`src/rtl/cci_mpf_shim_pkg.sv`:
```
// Shared types and constants for the MPF c0 read shim.
package cci_mpf_shim_pkg;

  localparam int unsigned TX_MDATA_W = 16;
  localparam int unsigned CL_ADDR_W  = 42;
  localparam int unsigned CL_DATA_W  = 512;

  typedef enum logic [1:0] {
    ST_RUN      = 2'd0,
    ST_DRAINING = 2'd1,
    ST_DRAINED  = 2'd2
  } drain_state_e;

  // One c0 read request as issued toward MPF.
  typedef struct packed {
    logic [CL_ADDR_W-1:0]  addr;
    logic [TX_MDATA_W-1:0] mdata;
  } c0_rd_req_t;

endpackage

```
`src/rtl/cci_mpf_rr_arb.sv`:
```
// Round-robin arbiter: priority starts one past the last granted index.
module cci_mpf_rr_arb #(
  parameter int unsigned N = 4
) (
  input  logic         clk,
  input  logic         reset_n,
  input  logic [N-1:0] request,
  input  logic         advance,
  output logic [N-1:0] grant
);

  localparam int unsigned PW = (N > 1) ? $clog2(N) : 1;

  logic [PW-1:0] ptr_q;
  logic [PW-1:0] ptr_d;
  logic [PW-1:0] win_idx;
  logic [PW-1:0] idx;
  logic          found;

  always_comb begin
    grant   = '0;
    win_idx = '0;
    found   = 1'b0;
    idx     = '0;
    for (int unsigned k = 0; k < N; k++) begin
      idx = PW'((32'(ptr_q) + k) % N);
      if (!found && request[idx]) begin
        found      = 1'b1;
        grant[idx] = 1'b1;
        win_idx    = idx;
      end
    end
  end

  // Pointer only moves when the grant is actually consumed.
  always_comb begin
    ptr_d = ptr_q;
    if (advance && found) begin
      ptr_d = (32'(win_idx) == N - 1) ? '0 : PW'(32'(win_idx) + 1);
    end
  end

  always_ff @(posedge clk or negedge reset_n) begin
    if (!reset_n) begin
      ptr_q <= '0;
    end else begin
      ptr_q <= ptr_d;
    end
  end

endmodule

```
`src/rtl/cci_mpf_c0_rd_arb.sv`:
```
// Arbitrates N_REQ read requesters onto the MPF c0 channel, caps in-flight
// reads, routes responses back by mdata id, and supports drain/quiesce.
module cci_mpf_c0_rd_arb
  import cci_mpf_shim_pkg::*;
#(
  parameter  int unsigned N_REQ           = 4,
  parameter  int unsigned MAX_OUTSTANDING = 256,
  parameter  int unsigned MDATA_W         = 12,
  localparam int unsigned CNT_W           = $clog2(MAX_OUTSTANDING + 1)
) (
  input  logic                               clk,
  input  logic                               reset_n,
  input  logic [N_REQ-1:0]                   req_valid,
  output logic [N_REQ-1:0]                   req_ready,
  input  logic [N_REQ-1:0][CL_ADDR_W-1:0]    req_addr,
  input  logic [N_REQ-1:0][MDATA_W-1:0]      req_mdata,
  output logic                               tx_valid,
  output logic [CL_ADDR_W-1:0]               tx_addr,
  output logic [TX_MDATA_W-1:0]              tx_mdata,
  input  logic                               tx_alm_full,
  input  logic                               rx_rd_valid,
  input  logic [TX_MDATA_W-1:0]              rx_mdata,
  input  logic [CL_DATA_W-1:0]               rx_data,
  output logic [N_REQ-1:0]                   rsp_valid,
  output logic [MDATA_W-1:0]                 rsp_mdata,
  output logic [CL_DATA_W-1:0]               rsp_data,
  input  logic                               drain_req,
  output logic                               drained,
  output logic [CNT_W-1:0]                   outstanding
);

  localparam int unsigned ID_W = TX_MDATA_W - MDATA_W;

  drain_state_e           state_q;
  logic                   drained_q;
  logic [N_REQ-1:0]       grant;
  logic                   can_issue_c;
  logic                   xfer_c;
  c0_rd_req_t             tx_q;
  c0_rd_req_t             tx_d;
  logic                   tx_valid_q;
  logic [CNT_W-1:0]       cnt_q;
  logic [CNT_W-1:0]       cnt_d;
  logic [ID_W-1:0]        rsp_id;
  logic [N_REQ-1:0]       rsp_valid_q;
  logic [N_REQ-1:0]       rsp_valid_d;
  logic [MDATA_W-1:0]     rsp_mdata_q;
  logic [CL_DATA_W-1:0]   rsp_data_q;

  cci_mpf_rr_arb #(
    .N (N_REQ)
  ) u_arb (
    .clk     (clk),
    .reset_n (reset_n),
    .request (req_valid),
    .advance (can_issue_c),
    .grant   (grant)
  );

  // A registered issue counts against the cap before it reaches the counter.
  always_comb begin
    can_issue_c = reset_n && (state_q == ST_RUN) && !tx_alm_full &&
                  ((32'(cnt_q) + 32'(tx_valid_q)) < MAX_OUTSTANDING);
    req_ready   = can_issue_c ? grant : '0;
    xfer_c      = |(req_valid & req_ready);
  end

  always_comb begin
    tx_d = '0;
    for (int unsigned i = 0; i < N_REQ; i++) begin
      if (req_ready[i]) begin
        tx_d.addr  = req_addr[i];
        tx_d.mdata = {ID_W'(i), req_mdata[i]};
      end
    end
  end

  // Saturating in-flight counter; simultaneous issue and return cancel.
  always_comb begin
    cnt_d = cnt_q;
    unique case ({tx_valid_q, rx_rd_valid})
      2'b10: if (32'(cnt_q) < MAX_OUTSTANDING) cnt_d = cnt_q + CNT_W'(1);
      2'b01: if (cnt_q != '0) cnt_d = cnt_q - CNT_W'(1);
      default: cnt_d = cnt_q;
    endcase
  end

  // Responses with an id beyond N_REQ produce no strobe.
  always_comb begin
    rsp_id      = rx_mdata[TX_MDATA_W-1:MDATA_W];
    rsp_valid_d = '0;
    for (int unsigned i = 0; i < N_REQ; i++) begin
      rsp_valid_d[i] = rx_rd_valid && (32'(rsp_id) == i);
    end
  end

  always_ff @(posedge clk or negedge reset_n) begin
    if (!reset_n) begin
      tx_valid_q  <= 1'b0;
      tx_q        <= '0;
      cnt_q       <= '0;
      rsp_valid_q <= '0;
      rsp_mdata_q <= '0;
      rsp_data_q  <= '0;
    end else begin
      tx_valid_q  <= xfer_c;
      tx_q        <= tx_d;
      cnt_q       <= cnt_d;
      rsp_valid_q <= rsp_valid_d;
      if (rx_rd_valid) begin
        rsp_mdata_q <= rx_mdata[MDATA_W-1:0];
        rsp_data_q  <= rx_data;
      end
    end
  end

  // Drain FSM; DRAINED is entered once the counter is about to hit zero.
  always_ff @(posedge clk or negedge reset_n) begin
    if (!reset_n) begin
      state_q   <= ST_RUN;
      drained_q <= 1'b0;
    end else begin
      unique case (state_q)
        ST_RUN: begin
          if (drain_req) state_q <= ST_DRAINING;
        end
        ST_DRAINING: begin
          if ((cnt_d == '0) && !tx_valid_q) begin
            state_q   <= ST_DRAINED;
            drained_q <= 1'b1;
          end
        end
        ST_DRAINED: begin
          if (!drain_req) begin
            state_q   <= ST_RUN;
            drained_q <= 1'b0;
          end
        end
        default: begin
          state_q   <= ST_RUN;
          drained_q <= 1'b0;
        end
      endcase
    end
  end

  assign tx_valid    = tx_valid_q;
  assign tx_addr     = tx_q.addr;
  assign tx_mdata    = tx_q.mdata;
  assign rsp_valid   = rsp_valid_q;
  assign rsp_mdata   = rsp_mdata_q;
  assign rsp_data    = rsp_data_q;
  assign drained     = drained_q;
  assign outstanding = cnt_q;

endmodule

```
`config.mk`:
```
export PLATFORM = sky130hd
export DESIGN_NAME = cci_mpf_c0_rd_arb
export DESIGN_NICKNAME = d
export VERILOG_FILES = /design/src/rtl/cci_mpf_shim_pkg.sv /design/src/rtl/cci_mpf_rr_arb.sv /design/src/rtl/cci_mpf_c0_rd_arb.sv
export SDC_FILE = /design/constraint.sdc
export NUM_CORES = 1
export LEC_CHECK = 0
export BUFFER_PORTS_ARGS = -buffer_cell sky130_fd_sc_hd__buf_2
export CORE_AREA = 2 2 523 525
export CTS_BUF_LIST = sky130_fd_sc_hd__clkbuf_4
export CTS_CLUSTER_DIAMETER = 100
export CTS_CLUSTER_SIZE = 20
export DETAILED_ROUTE_END_ITERATION = 16
export DIE_AREA = 0 0 525 527
export GPL_ROUTABILITY_DRIVEN = 0
export PLACE_DENSITY_LB_ADDON = 0.1
export SLEW_MARGIN = 15
export SYNTH_ARGS = -nofsm -noshare
export SYNTH_HDL_FRONTEND = slang
export SYNTH_HIERARCHICAL = 1
export SYNTH_SLANG_ARGS = --single-unit
```
`constraint.sdc`:
```
create_clock -name clk -period 9.42 [get_ports clk]
set_input_delay 1.413 -clock clk [delete_from_list [all_inputs] [get_ports clk]]
set_output_delay 1.413 -clock clk [all_outputs]
set_load 0.01 [all_outputs]
```
# ---- Word level (Yosys, flattened, before mapping)
# Index checks and enable logic that the tools add are counted.
dict set report totals {
  regBits 601
  input_bits 753
  output_inout_bits 601
  elab_cells 115
}
dict set report op_classes {
  n_addsub 7
  order_cmp 10
  eq_ne 11
  mux 44
  bitwise 5
  reduce_logical 28
}
# cell n
set op_table {}
lappend op_table {{58-bit 2-to-1 mux} 4}
lappend op_table {{4-bit 2-to-1 mux} 5}
lappend op_table {{9-bit 2-to-1 mux} 2}
lappend op_table {{9-bit one-hot mux with 2 select lines} 1}
lappend op_table {{1-bit logical AND} 16}
lappend op_table {{2-bit 2-to-1 mux} 8}
lappend op_table {{1-bit 2-to-1 mux} 14}
lappend op_table {{2-bit by 3-bit less-than comparator with 1-bit output, second input constant} 4}
lappend op_table {{4-bit bitwise OR} 3}
lappend op_table {{9-bit by 1-bit adder with 10-bit output} 1}
lappend op_table {{10-bit by 9-bit less-than comparator with 1-bit output, second input constant} 1}
lappend op_table {{9-bit by 1-bit adder with 9-bit output, second input constant} 1}
lappend op_table {{9-bit zero test} 1}
lappend op_table {{9-bit less-than comparator, second input constant} 1}
lappend op_table {{9-bit nonzero test} 1}
lappend op_table {{9-bit by 1-bit subtractor with 9-bit output, second input constant} 1}
lappend op_table {{1-bit binary-select mux with 2-bit select} 4}
lappend op_table {{1-bit demux with 2-bit select} 4}
lappend op_table {{4-bit by 2-bit equality test with 1-bit output, second input constant} 2}
lappend op_table {{2-bit by 1-bit >= comparator with 1-bit output, second input constant} 4}
lappend op_table {{2-bit equality test, second input constant} 3}
lappend op_table {{2-bit inequality test, second input constant} 3}
lappend op_table {{2-bit one-hot mux with 3 select lines} 1}
lappend op_table {{3-bit AND reduction} 2}
lappend op_table {{11 further kinds} 18}

# ---- Logic depth before layout (Yosys ltp)
# Gate-level depths: netlist (run 1).
dict set report logic_depth {
  ltp_word 17
  depth_mapped 15
  mapped_depth_nobuf 11
}

# ---- Hierarchy
# The synthesis (run 1) kept the hierarchy.
# module instances cells_each area_each_um2 seq_area_each_um2
set modules_own_cells {}
lappend modules_own_cells {cci_mpf_c0_rd_arb 1 1523 23289.8 14939.3}
lappend modules_own_cells {cci_mpf_rr_arb 1 50 508.0 50.0}

# ---- Worst setup path after synthesis (run 1)
# Ideal clock, no wire load.
dict set report synth_path {
  path_type {input to output}
  from {input port req_valid[2]}
  to {output port req_ready[1]}
  arrival_ns 3.470
  t_required_ns 8.007
  path_slack_ns 4.537
  cell_stages 7
  path_buffers 1
  path_cell_list {mux4_2 -> nor4b_4 -> a22oi_1 -> o21ai_0 -> inv_1 -> nor3_1 -> clkbuf_1}
}
dict set report synth_via {
  elab_chain_cells 13
  elab_cells_between_ends 25
  cone_classes {mux: 16; bitwise: 3; reduce/logical: 6}
}
# element line_no
set synth_rtl {}
lappend synth_rtl {{start, declared} cci_mpf_c0_rd_arb.sv:13} ;# input logic [N_REQ-1:0] req_valid,
lappend synth_rtl {{1-bit binary-select mux with 2-bit select} cci_mpf_rr_arb.sv:27} ;# if (!found && request[idx]) begin
lappend synth_rtl {{1-bit 2-to-1 mux (implied by the code)} cci_mpf_rr_arb.sv:27}
lappend synth_rtl {{1-bit 2-to-1 mux} cci_mpf_rr_arb.sv:27}
lappend synth_rtl {{1-bit zero test} cci_mpf_rr_arb.sv:27}
lappend synth_rtl {{1-bit logical AND} cci_mpf_rr_arb.sv:27}
lappend synth_rtl {{1-bit 2-to-1 mux} cci_mpf_rr_arb.sv:27}
lappend synth_rtl {{1-bit zero test} cci_mpf_rr_arb.sv:27}
lappend synth_rtl {{1-bit logical AND} cci_mpf_rr_arb.sv:27}
lappend synth_rtl {{1-bit 2-to-1 mux} cci_mpf_rr_arb.sv:27}
lappend synth_rtl {{1-bit zero test} cci_mpf_rr_arb.sv:27}
lappend synth_rtl {{1-bit logical AND} cci_mpf_rr_arb.sv:27}
lappend synth_rtl {{4-bit 2-to-1 mux (*)} cci_mpf_rr_arb.sv:27}
lappend synth_rtl {{net grant[1]} cci_mpf_c0_rd_arb.sv:36} ;# logic [N_REQ-1:0] grant;
lappend synth_rtl {{4-bit 2-to-1 mux (*)} cci_mpf_c0_rd_arb.sv:64} ;# req_ready = can_issue_c ? grant : '0;
lappend synth_rtl {{end, declared} cci_mpf_c0_rd_arb.sv:14} ;# output logic [N_REQ-1:0] req_ready,
# Mark *: on every way through the listed nets, which the timed path passes. The rest lies on a longest branch. The select of a mux whose other input is x is not followed.

# ---- Worst setup path in the final report (run 1)
dict set report layout_path {
  from {register u_arb.ptr_q[0]}
  to {output port req_ready[3]}
}
dict set report layout_via {
  elab_chain_cells 13
  elab_cells_between_ends 48
  cone_classes {add/sub: 3; order compare: 8; mux: 24; bitwise: 3; reduce/logical: 10}
}
# element line_no
set layout_rtl {}
lappend layout_rtl {{start, declared} cci_mpf_rr_arb.sv:14} ;# logic [PW-1:0] ptr_q;
lappend layout_rtl {{start signal, assigned} cci_mpf_rr_arb.sv:47} ;# ptr_q <= ptr_d;
lappend layout_rtl {{parallel branches: the longest is 11 deep, another holds 2-bit by 3-bit less-than comparator with 1-bit output} --}
lappend layout_rtl {{4-bit 2-to-1 mux (*)} cci_mpf_rr_arb.sv:27}
lappend layout_rtl {{net grant[3]} cci_mpf_c0_rd_arb.sv:36}
lappend layout_rtl {{4-bit 2-to-1 mux (*)} cci_mpf_c0_rd_arb.sv:64}
# Mark *: on every way through the listed nets, which the timed path passes. The select of a mux whose other input is x is not followed.

==> reports/metrics.cfg, run 1 <==
[worst_setup_path]
cp_data_arrival_time_ns = 4.96
r2r_start = u_arb/ptr_q[0]$_DFFE_PN0P_
worstSetupPathType = reg -> out
setup.worst_path.start_class = flop
r2r_setup_slack_ns = 3.54
crit_path_end_kind = output pin
crit_path_end = req_ready[3]
crit_start = u_arb/ptr_q[0]$_DFFE_PN0P_
crit_fanout = 32
cp.required_ns = 8.01
reg2reg_to = tx_addr[34]$_DFF_PN0_
ff2ff_path_depth = 12

[clocking]
h-tree-depth = 3
numCtsBuffers = 66
cts_tree = built
root_buffer = clkbuf_4
clk_pin_slew_worst_paths_ns = 0.24
clockBufferDepth = 3
cts.sinks = 599
insertion_delay_ns = 1.15
cts_setup_buffers = 0

[power_and_ir_drop]
p_sw_frac = 0.376
p_seq_frac = 0.464
p_leak_nw = 16.3
p_clk_frac = 0.290
ir_drop_mv = 0.0751
p_int_mw = 4.14
p_comb_frac = 0.247
switchingPower_mw = 2.49
power.density_nw_per_um2 = 183

[synth]
synth_largest_area_cell = dfrtp_1
synth_seq_area_share = 0.630
mappedNetlistArea_um2 = 23800
yosysUniqueCellTypes = 71
synth_top_flop_cell = dfrtp_1
synth_area_leaders = dfrtp_1 (63%), mux2_2 (25%), a221o_1 (1.7%)
async_reset_ff_frac = 1.00
ys_ff_latch = 599
syn-instance-count = 1573
synth_edf_count = 0
yosysWarningCount = 6
synth_top_area_share = 0.630
postSynthAreaPerCell_um2 = 15.1

[floorplanning]
coreArea_um2 = 272000
dieArea_um2 = 277000
die_width_um = 525
die_h_um = 527
ios = 1354
initial_core_util = 0.0876
num_rows = 192

[timing]
finalSetupTns_ns = 0
hold_viol_final = 0
fin_crit_sh = 0.677
fin_crit_ns = 6.38
rsz0062_at_grt = no
finalSetupViolCount = 0
max_slew_margin = 0.260
setup_ws_ns = 3.04
skew_ns = 0.101
slew_viol_final = 0
fmax_mhz = 157
tightest_slew_ns = 1.11

[drt]
wl_per_cell_um = 23.3
dr.pass1.iters = 4
drt_iter0_drc = 669
wl_um = 154000
drc = 0
vias = 19400
ant_nets = 0
vias_per_cell = 2.95

[placement]
place_ws_ns = 3.13
numPortBuffers = 1351
hpwlAfterDp_um = 126000

[grt]
grt_pass1_wl_um = 202000
grt_max_degree = 127
grt-ovfl-total = 0
grtUsageTotal = 0.108
grt_pass1_vias = 20700
antenna_found_initial = 127

[flow_run]
drv_cap = 0

[worst_hold_path]
hold_class = in -> reg

[outcome]
outcome = completed

[cells_and_area]
num-nets-final = 3679
layout-drive-gt1-share = 0.685
area_growth_pct = 51.9

per-stage QoR:
step           total power [mW]  hold WS, ns  instance area [um^2]  instances   util
2_1_floorplan              3.83        0.478                 23800       1574      -
3_3_place_gp               4.85        0.485                 34900       6435  0.128
3_5_place_dp               4.84        0.489                 34900       6435  0.128
4_1_cts                    6.91        0.129                 36000       6556  0.133
5_1_grt                    7.10        0.198                 36100       6569  0.133
6_report                   6.63        0.386                 36200       6600  0.133
timing repair:
item / 4_1_cts / 5_1_grt
gates resized for setup: 0 / 0
endpoints found under the setup margin: 0 / 0
hold endpoints to repair: 24 / 0
hold buffers: 1 / 0
cells in the final DEF (no fill, tap or decap), types with 4 or more instances in the layout:
master     instances
clkbuf_4          68
a221o_1           40
nand4b_1           4
clkinv_8           6
nor2b_1            5
inv_12             6
o211ai_1           5
inv_6              9
a221oi_1          17
mux2_2           527
inv_1             18
buf_2           1349
ha_1              11
bufinv_16          5
o22ai_1           15
clkinv_1           8
buf_4             18
nor4_1             9
a211oi_1           7
dfrtp_1          599
nor2_1            63
o21ai_0            7
a22oi_1           47
nor3_1             5
nand2b_1           6
nand2_1           16
diode_2           44
buf_12             4
inv_8              6
final cells by class:
cell class | instances | area (um^2)
fill | 31000 | 236000
sequential | 599 | 15000
multi-input combinational | 855 | 8330
timing repair buffer | 1374 | 7010
tap | 3589 | 4490
clock inverter | 52 | 641
clock buffer | 68 | 510
antenna | 44 | 110
inverter | 19 | 71.3
routing by layer:
layer | up-vias | part of all wire | track usage
li1 | 8514 | - | -
met1 | 9556 | 0.33 | 0.102
met2 | 995 | 0.53 | 0.203
met3 | 275 | 0.11 | 0.0557
met4 | 106 | 0.018 | 0.0222
met5 | - | 0.0042 | 0
synthesized netlist by cell type, types with 3 or more instances:
cell type    n
nand2_1     16
nor2b_1      5
nand2b_1     6
nor2_1      63
nor4_1      11
nand4b_1     4
o22ai_1     15
mux4_2       3
dfrtp_1    599
nor3_1       6
buf_1        6
buf_4        3
nor4b_1      3
inv_1       18
mux2_2     527
a31oi_1      3
buf_6        3
nand3_1      3
buf_2       10
a22oi_1     47
o31a_1       3
o21ai_0      7
a221o_1     40
a221oi_1    17
clkbuf_1    78
ha_1        11
or4_1        3
o211ai_1     5
a211oi_1     7
kinds of logic after synthesis:
kind of cell,after synthesis,share of synthesized area
compound gates,170,0.0581
mux,532,0.254
fa+ha+maj,11,0.00578
simple gates,139,0.0311
buf+inv,120,0.0209
flops,599,0.630
xor+xnor,1,0.000368
other cells,1,0.000158
state kept, by name, indices dropped and copies added, names as in the netlist:
register     flops
tx_addr         42
rsp_mdata       12
rsp_valid        4
state_q          2
rsp_data       512
outstanding      9
tx_valid         1
tx_mdata        14
drained          1
u_arb/ptr_q      2
power by group through the flow:
stage / clock [mW] / sequential, mW / combinational, mW
after global routing: 2.19 / 3.13 / 1.78
after floorplan: 0 / 3.19 / 0.647
after global placement: 0 / 3.14 / 1.71
after detailed placement: 0 / 3.14 / 1.70
final: 1.92 / 3.08 / 1.64
after CTS: 2.12 / 3.09 / 1.70
critical path, cell delays in order, from the launching register on:
cell	delay, ns
dfrtp_1	0.70
inv_1	0.23
ha_1	0.45
mux4_2	0.46
nor4b_4	0.45
a22oi_1	0.11
o21ai_0	0.13
nand3_2	0.41
inv_2	0.63
buf_2	0.24
worst min path at each step:
stage                              start                         to  slack, ns  cells past startpoint
3_3_place_gp   rsp_data[407]$_DFFE_PN0P_  rsp_data[407]$_DFFE_PN0P_       0.48                      1
6_report                    rx_mdata[14]     rsp_valid[1]$_DFF_PN0_       0.39                      2
2_1_floorplan     state_q[1]$_DFFE_PN0P_     state_q[0]$_DFFE_PN0P_       0.48                      1
3_5_place_dp   rsp_data[127]$_DFFE_PN0P_  rsp_data[127]$_DFFE_PN0P_       0.49                      1
4_1_cts                     rx_mdata[14]     rsp_valid[1]$_DFF_PN0_       0.13                      2
5_1_grt                     rx_mdata[14]     rsp_valid[1]$_DFF_PN0_       0.20                      2
Note: power is estimated with default switching activity, not from simulation.
==> run 2: changes to the inputs <==
--- a/config.mk
+++ b/config.mk
@@ -6,12 +6,12 @@
 export NUM_CORES = 1
 export LEC_CHECK = 0
 export BUFFER_PORTS_ARGS = -buffer_cell sky130_fd_sc_hd__buf_2
-export CORE_AREA = 2 2 523 525
+export CORE_AREA = 2 2 524 526
 export CTS_BUF_LIST = sky130_fd_sc_hd__clkbuf_4
 export CTS_CLUSTER_DIAMETER = 100
 export CTS_CLUSTER_SIZE = 20
 export DETAILED_ROUTE_END_ITERATION = 16
-export DIE_AREA = 0 0 525 527
+export DIE_AREA = 0 0 526 528
 export GPL_ROUTABILITY_DRIVEN = 0
 export PLACE_DENSITY_LB_ADDON = 0.1
 export SLEW_MARGIN = 15
==> constraint.sdc (replaced) <==
create_clock -name clk -period 6.42 [get_ports clk]
set_input_delay 0.963 -clock clk [delete_from_list [all_inputs] [get_ports clk]]
set_output_delay 0.963 -clock clk [all_outputs]
set_load 0.01 [all_outputs]
==> run 2 against run 1 <==
Wire length is 3.6% higher. Critical path type unchanged. Final area is 18% higher. Flip-flop and latch count stayed put. Power is 52% higher. Non-clock buffer count is 654 higher. Count of clock-buffer cells in the layout is 7 lower. Clock skew is 0.050 ns lower. Critical path depth is 1 higher. Clock power is 45% higher. Critical endpoint unchanged. Core utilization is 2.4 points higher. Combinational power is 71% higher. Die area is 0.38% higher.
==> reports/metrics.cfg, run 2 (synthesis gave the netlist of run 1 again) <==
[floorplanning]
initial_core_util = 0.0874
die_h_um = 528
ios = 1354
dieArea_um2 = 278000
num_rows = 192
coreArea_um2 = 272000
die_width_um = 526

[grt]
antenna_found_initial = 104
grtUsageTotal = 0.110
grt-ovfl-total = 0
grt_pass1_vias = 23200
grt_max_degree = 126
grt_pass1_wl_um = 210000

[power_and_ir_drop]
p_leak_nw = 19.2
ir_drop_mv = 0.112
power.density_nw_per_um2 = 236

[drt]
vias_per_cell = 3.01
wl_per_cell_um = 22.0
drt_iter0_drc = 757
dr.pass1.iters = 5
ant_nets = 0
drc = 0
wl_um = 159000
vias = 21800

[clocking]
cts.sinks = 599
insertion_delay_ns = 1.13
cts_tree = built
numCtsBuffers = 60
clk_pin_slew_worst_paths_ns = 0.16
h-tree-depth = 2
root_buffer = clkbuf_4
clockBufferDepth = 3

[timing]
finalSetupViolCount = 0
fin_crit_sh = 0.898
hold_viol_final = 0
max_slew_margin = 0.268
tightest_slew_ns = 1.09
finalSetupTns_ns = 0
rsz0062_at_grt = no
slew_viol_final = 0
holdWs_ns = 0.206
fin_crit_ns = 5.77
skew_ns = 0.0518
fmax_mhz = 173

[worst_hold_path]
hold_class = in -> reg
whs_path_depth = 2
holdPathEnd = rsp_data[467]$_DFFE_PN0P_
hp-start = rx_data[467]

[worst_setup_path]
setup.worst_path.start_class = flop
worstSetupPathType = reg -> out
r2r_setup_slack_ns = 1.22
r2r_start = u_arb/ptr_q[0]$_DFFE_PN0P_
reg2reg_to = tx_mdata[9]$_DFF_PN0_
cp.required_ns = 5.46
cp_data_arrival_time_ns = 4.80
ff2ff_path_depth = 13
crit_path_end_kind = output pin
crit_fanout = 81

[cells_and_area]
layout_commonest_cell = buf_2
fillers = 30800
area_growth_pct = 79.3
layout-drive-gt1-share = 0.563
largest_register_ffs = 512
layout_common_cells = buf_2 (1349), dlygate4sd3_1 (651), dfrtp_1 (598), mux2_2 (527), nor2_1 (63)
num-nets-final = 4327

[placement]
numPortBuffers = 1351
hpwlAfterDp_um = 131000

[outcome]
outcome = completed

[flow_run]
drv_cap = 0

## run 2: cell types whose count changed in the layout (fill, tap and decap cells not counted), sizes merged, moves of 4 or more
cell,change
dlygate4sd3,+650
clkbuf,-7
clkinv,-7
buf,+4
clkinvlp,+4
## run 2: power by group
| group | internal, mW | total (mW) | leakage, nW | switching (mW) |
|---|---|---|---|---|
| clock | 0.814 | 2.78 | 0.597 | 1.96 |
| combinational | 1.32 | 2.81 | 11.5 | 1.49 |
| sequential | 4.19 | 4.50 | 7.15 | 0.312 |
## run 2: metrics by stage
step	power [mW]	util	std cells	worst slack, ns	area, um^2
2_1_floorplan	5.62	-	1574	2.44	23800
5_1_grt	10.8	0.157	7228	0.181	42600
4_1_cts	10.5	0.156	7202	0.119	42600
6_report	10.1	0.157	7243	0.653	42700
3_3_place_gp	7.12	0.128	6439	1.30	34900
3_5_place_dp	7.09	0.128	6439	1.32	34900
## run 2: routing by layer
metal  global-route usage  part of all wire  up-vias
li1                     -                 -     9815
met1                0.114              0.36    10700
met2                0.204              0.52      991
met3               0.0399             0.082      253
met4               0.0379             0.034       72
met5                    0            0.0029        -
## run 2: what timing repair did
item / in CTS / in global routing
setup endpoints to repair: 1 / 1
endpoints found under the hold margin: 609 / 0
setup buffers: 0 / 0
hold buffers: 651 / 0
pin swaps: 0 / 0
gates resized for setup: 1 / 1
## run 2: worst max-delay path: stages, from the launching register on
cell,delay [ns]
dfrtp_2,0.56
inv_1,0.18
ha_1,0.43
mux4_2,0.45
nor4b_4,0.46
a22oi_1,0.12
o21ai_0,0.13
nand3_2,0.41
inv_2,0.19
buf_6,0.46
buf_2,0.25
## run 2: layout make-up
cell class              count  area, um^2  area share
clock buffers              61         458      0.0107
inverters                  19        71.3     0.00167
well taps                3589        4490       0.105
multi-input cells         855        8330       0.195
repair buffers           2028       13500       0.317
flip-flops and latches    599       15000       0.351
clock inverters            51         689      0.0162
diodes                     41         103     0.00240
## run 2: worst max-delay path by stage
stage | from | to | slack (ns) | cells past startpoint
floorplan | req_valid[2] | req_ready[1] | 2.44 | 7
CTS | u_arb/ptr_q[0]$_DFFE_PN0P_ | req_ready[3] | 0.12 | 10
global route | u_arb/ptr_q[0]$_DFFE_PN0P_ | req_ready[3] | 0.18 | 10
global placement | req_valid[2] | req_ready[3] | 1.30 | 9
detailed placement | req_valid[2] | req_ready[3] | 1.32 | 9
finish | u_arb/ptr_q[0]$_DFFE_PN0P_ | req_ready[3] | 0.65 | 10
==> run 3: changes to the inputs <==
--- a/config.mk
+++ b/config.mk
@@ -14,6 +14,8 @@
 export DIE_AREA = 0 0 526 528
 export GPL_ROUTABILITY_DRIVEN = 0
 export PLACE_DENSITY_LB_ADDON = 0.1
+export RECOVER_POWER = 50
+export REMOVE_ABC_BUFFERS = 1
 export SLEW_MARGIN = 15
 export SYNTH_ARGS = -nofsm -noshare
 export SYNTH_HDL_FRONTEND = slang
==> run 3 against run 2 <==
The flow now finishes with violations (capacitance limit, slew limit). Wire length fell by 6.3%. Global-route usage is 0.72 points lower. Cell count down 0.11%. Critical endpoint is now rsp_data[0]$_DFFE_PN0P_. Highest routed layer unchanged.
==> reports/metrics.cfg, run 3 (synthesis gave the netlist of run 1 again) <==
[outcome]
outcome = finished with violations
failed_checks = capacitance limit, slew limit

[clocking]
clockBufferDepth = 3
numCtsBuffers = 60
clk_pin_slew_worst_paths_ns = 0.18
cts_setup_buffers = 0
h-tree-depth = 2
ctsResizeCount = 0
insertion_delay_ns = 1.12
hold_buffers = 665
root_buffer = clkbuf_4
cts.sinks = 599
cts_tree = built

[flow_run]
drv_cap = 10

[cells_and_area]
layout_common_cells = buf_2 (1348), dlygate4sd3_1 (665), dfrtp_1 (599), mux2_2 (527), clkbuf_4 (64)
largest_register_ffs = 512
fillers = 30900
layout-drive-gt1-share = 0.559
layout_commonest_cell = buf_2
seq_area_um2 = 15000
multi_input_area_um2 = 8330
area_growth_pct = 78.9
num-nets-final = 4343

[floorplanning]
ios = 1354
initial_core_util = 0.0874
die_h_um = 528
coreArea_um2 = 272000
num_rows = 192
die_width_um = 526
dieArea_um2 = 278000

[power_and_ir_drop]
p_int_mw = 6.21
p_comb_frac = 0.283
p_clk_frac = 0.264
switchingPower_mw = 3.70
power.density_nw_per_um2 = 233
p_sw_frac = 0.374
p_seq_frac = 0.452
p_leak_nw = 19.2
ir_drop_mv = 0.165

[timing]
fin_crit_ns = 5.76
fin_crit_sh = 0.897
slew_viol_final = 679
skew_ns = 0.0716
max_slew_margin = -1.33
tightest_slew_ns = 3.49
hold_viol_final = 0
finalSetupViolCount = 0
rsz0062_at_grt = no
holdWs_ns = 0.225
finalSetupTns_ns = 0
fmax_mhz = 174

[grt]
grtUsageTotal = 0.103
grt_pass1_vias = 23600
grt_max_degree = 131
antenna_found_initial = 51
grt-ovfl-total = 0
grt_pass1_wl_um = 202000

[drt]
vias = 21700
wl_um = 149000
dr.pass1.iters = 4
drc = 0
ant_nets = 0
wl_per_cell_um = 20.6
vias_per_cell = 3.00
drt_iter0_drc = 526

[worst_setup_path]
setup.worst_path.start_class = input port
crit_fanout = 56
crit_path_end_kind = flop
cp_data_arrival_time_ns = 6.77
worstSetupPathType = in -> reg
r2r_setup_slack_ns = 1.25
cp.required_ns = 7.43

[placement]
hpwlAfterDp_um = 120000
numPortBuffers = 1351

[worst_hold_path]
hold_class = in -> reg

## run 3: changes by cell type in the layout (fill, tap and decap cells not counted), moves of 2 or more
| cell | previous run | this run |
|---|---|---|
| diode_2 | 41 | 19 |
| clkbuf_2 | 0 | 6 |
| clkinvlp_4 | 6 | 4 |
| buf_12 | 4 | 1 |
| clkbuf_4 | 61 | 64 |
| buf_4 | 21 | 14 |
| clkbuf_1 | 0 | 7 |
| clkinv_4 | 0 | 2 |
| dlygate4sd3_1 | 651 | 665 |
| bufinv_16 | 4 | 1 |
| inv_6 | 6 | 9 |
| inv_16 | 5 | 2 |
## run 3: metrics by stage
| stage | util | instance area (um^2) | power, mW | worst slack (ns) | instances |
|---|---|---|---|---|---|
| 3_3_place_gp | 0.128 | 34900 | 7.09 | 1.72 | 6441 |
| 5_1_grt | 0.156 | 42600 | 10.6 | 0.0521 | 7228 |
| 6_report | 0.156 | 42600 | 9.91 | 0.659 | 7235 |
| 2_1_floorplan | - | 23400 | 5.54 | 0.736 | 1473 |
| 4_1_cts | 0.156 | 42600 | 10.3 | 0.271 | 7216 |
| 3_5_place_dp | 0.128 | 34900 | 7.06 | 1.72 | 6441 |
## run 3: area by class of cell
type / instances / area share
Sequential cell: 599 / 0.352
Timing Repair Buffer: 2044 / 0.320
Multi-Input combinational cell: 855 / 0.196
Tap cell: 3589 / 0.105
Clock inverter: 48 / 0.0132
Clock buffer: 62 / 0.0109
Inverter: 19 / 0.00168
Antenna cell: 19 / 0.00112
## run 3: critical path: stages
cell	delay [ns]
clkbuf_1	1.65
clkbuf_1	2.56
buf_4	0.94
mux2_2	0.41
## run 3: power groups by stage
stage | Combinational (mW) | Sequential [mW] | Clock, mW
floorplan | 0.831 | 4.71 | 0
global placement | 2.52 | 4.57 | 0
detailed placement | 2.48 | 4.57 | 0
CTS | 2.91 | 4.50 | 2.92
global route | 3.06 | 4.56 | 3.00
finish | 2.81 | 4.48 | 2.62
## run 3: per-layer routing
metal	vias to the layer above	wire length (um)	global-route usage	share of wire
li1	9819	-	-	-
met1	10800	58700	0.118	0.39
met2	895	76900	0.188	0.52
met3	176	10400	0.0304	0.070
met4	28	2860	0.0208	0.019
met5	-	188	0	0.0013
## run 3: worst paths after layout
kind | start | to | depth (start not counted)
min in group asynchronous | reset_n | rsp_data[381]$_DFFE_PN0P_ | 2
min reg2reg | drained$_DFFE_PN0P_ | drained$_DFFE_PN0P_ | 1
min | rx_data[456] | rsp_data[456]$_DFFE_PN0P_ | 2
max in group asynchronous | reset_n | rsp_data[220]$_DFFE_PN0P_ | 4
max reg2reg | u_arb/ptr_q[0]$_DFFE_PN0P_ | tx_mdata[0]$_DFF_PN0_ | 12
max | rx_rd_valid | rsp_data[0]$_DFFE_PN0P_ | 4
